## src/rtl/multibank_write_ctrl.sv

```systemverilog
// Write-side controller for a BANKS-way multi-bank frame buffer: fills banks in rotation,
// publishes committed banks with their lengths, and drops/counts words when no bank is free.
module multibank_write_ctrl #(
  parameter int unsigned DATA_W = 8,
  parameter int unsigned BANKS  = 4,
  parameter int unsigned DEPTH  = 16,
  parameter int unsigned DROP_W = 16,
  localparam int unsigned BANK_W = $clog2(BANKS),
  localparam int unsigned OFF_W  = $clog2(DEPTH),
  localparam int unsigned ADDR_W = BANK_W + OFF_W,
  localparam int unsigned LEN_W  = OFF_W + 1
) (
  input  logic                   clk,
  input  logic                   rst,
  input  logic [DATA_W-1:0]      din,
  input  logic                   din_vld,
  input  logic                   din_last,
  output logic                   din_rdy,
  input  logic [BANKS-1:0]       r_done,
  output logic                   w_en,
  output logic [ADDR_W-1:0]      w_addr,
  output logic [DATA_W-1:0]      w_data,
  output logic [BANKS-1:0]       status_vld,
  output logic [BANKS*LEN_W-1:0] bank_len,
  output logic                   full,
  output logic [BANK_W-1:0]      wr_bank,
  output logic                   ovf,
  output logic [DROP_W-1:0]      drop_cnt
);

  logic [BANK_W-1:0] wr_bank_q;
  logic [OFF_W-1:0]  offset_q;
  logic [BANKS-1:0]  status_q, status_d, commit_mask;
  logic [LEN_W-1:0]  len_q [BANKS];
  logic              pend_vld_q;
  logic [BANK_W-1:0] pend_bank_q;
  logic              w_en_q, ovf_q, full_q;
  logic [ADDR_W-1:0] w_addr_q;
  logic [DATA_W-1:0] w_data_q;
  logic [DROP_W-1:0] drop_cnt_q;
  logic              accept, commit, drop;

  always_comb begin
    din_rdy = ~status_q[wr_bank_q];
    accept  = din_vld & din_rdy;
    drop    = din_vld & ~din_rdy;
    commit  = accept & (din_last | (offset_q == OFF_W'(DEPTH - 1)));
    // Commit is published one cycle after its RAM write so the reader never races it.
    commit_mask = '0;
    if (pend_vld_q) commit_mask[pend_bank_q] = 1'b1;
    status_d = (status_q & ~r_done) | commit_mask;
  end

  always_ff @(posedge clk) begin
    if (rst) begin
      wr_bank_q   <= '0;
      offset_q    <= '0;
      status_q    <= '0;
      full_q      <= 1'b0;
      pend_vld_q  <= 1'b0;
      pend_bank_q <= '0;
      w_en_q      <= 1'b0;
      w_addr_q    <= '0;
      w_data_q    <= '0;
      ovf_q       <= 1'b0;
      drop_cnt_q  <= '0;
      for (int b = 0; b < BANKS; b++) len_q[b] <= '0;
    end else begin
      w_en_q <= accept;
      if (accept) begin
        w_addr_q <= {wr_bank_q, offset_q};
        w_data_q <= din;
      end
      if (commit) begin
        len_q[wr_bank_q] <= LEN_W'(offset_q) + LEN_W'(1);
        offset_q         <= '0;
        wr_bank_q        <= wr_bank_q + BANK_W'(1);
      end else if (accept) begin
        offset_q <= offset_q + OFF_W'(1);
      end
      pend_vld_q  <= commit;
      pend_bank_q <= wr_bank_q;
      status_q    <= status_d;
      full_q      <= &status_d;
      ovf_q       <= drop;
      if (drop && (drop_cnt_q != {DROP_W{1'b1}})) drop_cnt_q <= drop_cnt_q + DROP_W'(1);
    end
  end

  always_comb begin
    bank_len = '0;
    for (int b = 0; b < BANKS; b++) bank_len[b*LEN_W +: LEN_W] = len_q[b];
  end

  assign w_en       = w_en_q;
  assign w_addr     = w_addr_q;
  assign w_data     = w_data_q;
  assign status_vld = status_q;
  assign full       = full_q;
  assign wr_bank    = wr_bank_q;
  assign ovf        = ovf_q;
  assign drop_cnt   = drop_cnt_q;

endmodule
```

## config.mk

```make
export PLATFORM = sky130hd
export DESIGN_NAME = multibank_write_ctrl
export DESIGN_NICKNAME = d
export VERILOG_FILES = /design/src/rtl/multibank_write_ctrl.sv
export SDC_FILE = /design/constraint.sdc
export NUM_CORES = 1
export LEC_CHECK = 0
export ABC_AREA = 1
export CORE_ASPECT_RATIO = 1.4
export CORE_UTILIZATION = 40
export CTS_BUF_LIST = sky130_fd_sc_hd__clkbuf_2 sky130_fd_sc_hd__clkbuf_4 sky130_fd_sc_hd__clkbuf_8
export DETAILED_ROUTE_END_ITERATION = 16
export GPL_TIMING_DRIVEN = 1
export PLACE_DENSITY = 0.68
export SYNTH_ARGS = -nofsm -noshare
export SYNTH_HDL_FRONTEND = slang
export SYNTH_SLANG_ARGS = --single-unit
```

## constraint.sdc

```tcl
create_clock -name clk -period 2.1 [get_ports clk]
set_input_delay 0.42 -clock clk [delete_from_list [all_inputs] [get_ports clk]]
set_output_delay 0.42 -clock clk [all_outputs]
set_load 0.02 [all_outputs]
```

==> results.py <==
metrics = {
    "outcome": {
        "status": "completed",
    },
    "cells_and_area": {
        "drive_gt1_frac": 0.0966,
        "diodes": 0,
        "area_delta_synth_final_pct": 37.6,
        "nFillCells": 667,
        "nets": 458,
    },
    "floorplanning": {
        "die_area_um2": 7580,
        "placementRows": 36,
        "initial_core_util": 0.414,
        "fp.dieW_um": 73.9,
        "num_io_pins": 76,
        "die_h_um": 103,
        "core_um2": 6980,
    },
    "clock_tree": {
        "cts.sinks": 66,
        "cts_buffer_depth": 2,
        "cts_buffers": 9,
        "cts_hold_buffers": 0,
        "root_buffer": "clkbuf_8",
        "cts_tree": "done",
        "h-tree-depth": 3,
        "clock_latency_ps": 340,
        "path_clk_slew_ps": 70,
    },
    "yosys": {
        "synth_flop_cell": "dfxtp_1",
        "synth_area_leader_cell": "dfxtp_1",
        "ys_seq_area_frac": 0.526,
        "synthTopCellsByArea": "dfxtp_1, edfxtp_1, nand2_1",
        "synth_warnings": 0,
        "synth-async-reset-ratio": 0,
        "synth_edf_count": 20,
        "yosysMostFrequentCell": "nand2_1",
        "yosysTopAreaCellShare": 0.318,
        "synth-seq-cells": 66,
        "netlist_top_cells_count": "nand2_1, nor2_1, dfxtp_1",
        "synth.avg_cell_area_um2": 8.19,
        "netlist_instances": 353,
        "ys_types": 26,
        "synth_area_um2": 2890,
        "syn_nets": 371,
    },
    "sta": {
        "skew_ps": 8.83,
        "period_minus_slack_ps": 1940,
        "timing.setup.tns_ps": 0,
        "tightest_slew_ps": 379,
        "finalMaxSlewViolations": 0,
        "grt_setup_unrepaired": "false",
        "finalHoldViolations": 0,
        "setup_viol": 0,
        "max_freq_mhz": 515,
        "post-route-period-util": 0.924,
        "relSlewSlack": 0.747,
    },
    "setup_path": {
        "cpPeakStageDelay_ps": 420,
        "path_buf_inv": 2,
        "crit_chain": "inv_2 > nand2_1 > nand3_2 > nand2_4 > clkdlybuf4s15_1",
        "end_kind": "output pin",
        "critical_path.top_delay_family": "buffers and inverters",
        "cp_max_fo": 7,
        "r2r_slack_ps": 230,
        "critPathKind": "flip-flop to output pin",
        "slowest_stage": "dfxtp_1",
        "arrival_ps": 1520,
        "critPathLaunchType": "flip-flop",
        "cp.required_ps": 1680,
    },
    "grt": {
        "grt_max_degree": 22,
        "grt_antenna_before_repair": 0,
        "grt_first_pass_wirelength_um": 10800,
        "first_global_vias": 2359,
        "grt_usage": 0.190,
        "overflow": 0,
    },
    "route": {
        "wl_um": 6720,
        "drc": 0,
        "dr.pass1.iters": 4,
        "vias": 2601,
        "via_per_inst": 4.82,
        "wl_per_cell_um": 12.4,
        "antenna_left": 0,
        "drtIter0Drc": 97,
    },
    "pwr": {
        "total_power_mw": 2.79,
        "powerDensity_nw_per_um2": 702,
        "cellLeakagePower_nw": 1.52,
        "ir_drop_v": 0.000330,
    },
    "place": {
        "hpwlAfterDp_um": 5000,
        "io_buffers": 75,
        "gp_congestion": 0.840,
    },
    "worst_hold_path": {
        "worstHoldPathType": "flip-flop to flip-flop",
    },
    "flow_run": {
        "cap_violations": 0,
    },
}
-- layout by cell type, fill, tap and decap left out --
| cell type | Yosys | final |
|---|---|---|
| nand4_1 | 8 | 8 |
| inv_1 | 29 | 29 |
| nor3_1 | 4 | 4 |
| nor2_1 | 70 | 70 |
| bufinv_16 | 0 | 1 |
| nor2_8 | 1 | 1 |
| inv_2 | 1 | 1 |
| nand3_1 | 18 | 18 |
| a21oi_1 | 22 | 22 |
| o21ai_0 | 19 | 19 |
| nand2_4 | 2 | 2 |
| clkinv_4 | 0 | 1 |
| nor3b_2 | 1 | 1 |
| nand3_2 | 5 | 5 |
| clkbuf_8 | 0 | 10 |
| xnor2_1 | 5 | 5 |
| nor2_4 | 2 | 2 |
| clkdlybuf4s50_1 | 0 | 74 |
| nand2_2 | 2 | 2 |
| nand3_4 | 1 | 1 |
| ha_1 | 2 | 2 |
| xor2_1 | 4 | 4 |
| buf_4 | 2 | 11 |
| clkbuf_4 | 0 | 1 |
| dfxtp_1 | 46 | 46 |
| edfxtp_1 | 20 | 20 |
| nand2_1 | 80 | 80 |
| clkinv_2 | 1 | 4 |
| clkdlybuf4s15_1 | 0 | 1 |
-- area by class of cell --
| type | count | area (um2) | area share |
|---|---|---|---|
| inverters | 31 | 118 | 0.0296 |
| clock buffers | 11 | 145 | 0.0365 |
| multi-input cells | 246 | 1190 | 0.299 |
| flip-flops and latches | 66 | 1520 | 0.382 |
| clock inverters | 5 | 53.8 | 0.0135 |
| repair buffers | 86 | 833 | 0.209 |
| well taps | 95 | 119 | 0.0299 |
-- metal layers --
metal,up-vias,track usage,share of wire
met2,83,0.347,0.54
met3,8,0.0499,0.049
met4,0,0.0666,0.014
li1,1310,-,-
met1,1200,0.208,0.40
met5,-,0,0
-- flip-flops by register name, indices dropped and copies added, names as in the netlist --
signal	flops
full	1
pend_bank_q	2
len_q	20
drop_cnt	16
w_addr	6
w_data	8
w_en	1
wr_bank	2
offset_q	4
ovf	1
status_vld	4
pend_vld_q	1
-- where the power goes --
group | leakage [nW] | internal [mW] | switching (mW)
combinational | 0.828 | 0.151 | 0.197
clock | 0.106 | 0.590 | 0.464
sequential | 0.582 | 1.36 | 0.0270
-- path summary, 6_finish.rpt --
kind,start,depth (start not counted),to
worst max register to register,offset_q[1],7,len_q[0][1]
worst min register to register,w_data[6],2,w_data[6]
worst min-delay path,w_data[6],2,w_data[6]
worst max-delay path,wr_bank[0],5,din_rdy
-- logic make-up after synthesis --
logic type	after synthesis	synth area share
simple gates	194	0.305
buf+inv	41	0.0623
xor+xnor	9	0.0273
fa+ha+maj	2	0.00865
flops	66	0.526
compound gates	41	0.0710
-- worst reg2reg max path, cell delays in order, from the launching register on --
cell and delay (ps):
dfxtp_1 380, ha_1 200, nand3_1 150, nand2_1 220, nand3_4 150, nor2_8 140
nand3_2 130, nand2_1 200
-- timing repair --
action                                  CTS  global route
buffers inserted                          0             0
resized for setup                         1             1
endpoints found under the setup margin    1             1
-- through the flow --
stage | setup slack [ps] | hold slack, ps | instances | utilization | instance area, um2
2_1_floorplan | 166 | 471 | 353 | - | 2890
3_3_place_gp | 120 | 465 | 524 | 0.542 | 3780
3_5_place_dp | 30.7 | 475 | 524 | 0.542 | 3780
4_1_cts | 104 | 489 | 540 | 0.570 | 3980
5_1_grt | 27.3 | 515 | 540 | 0.570 | 3980
6_report | 159 | 486 | 540 | 0.570 | 3980
(Power assumes the default switching activity.)
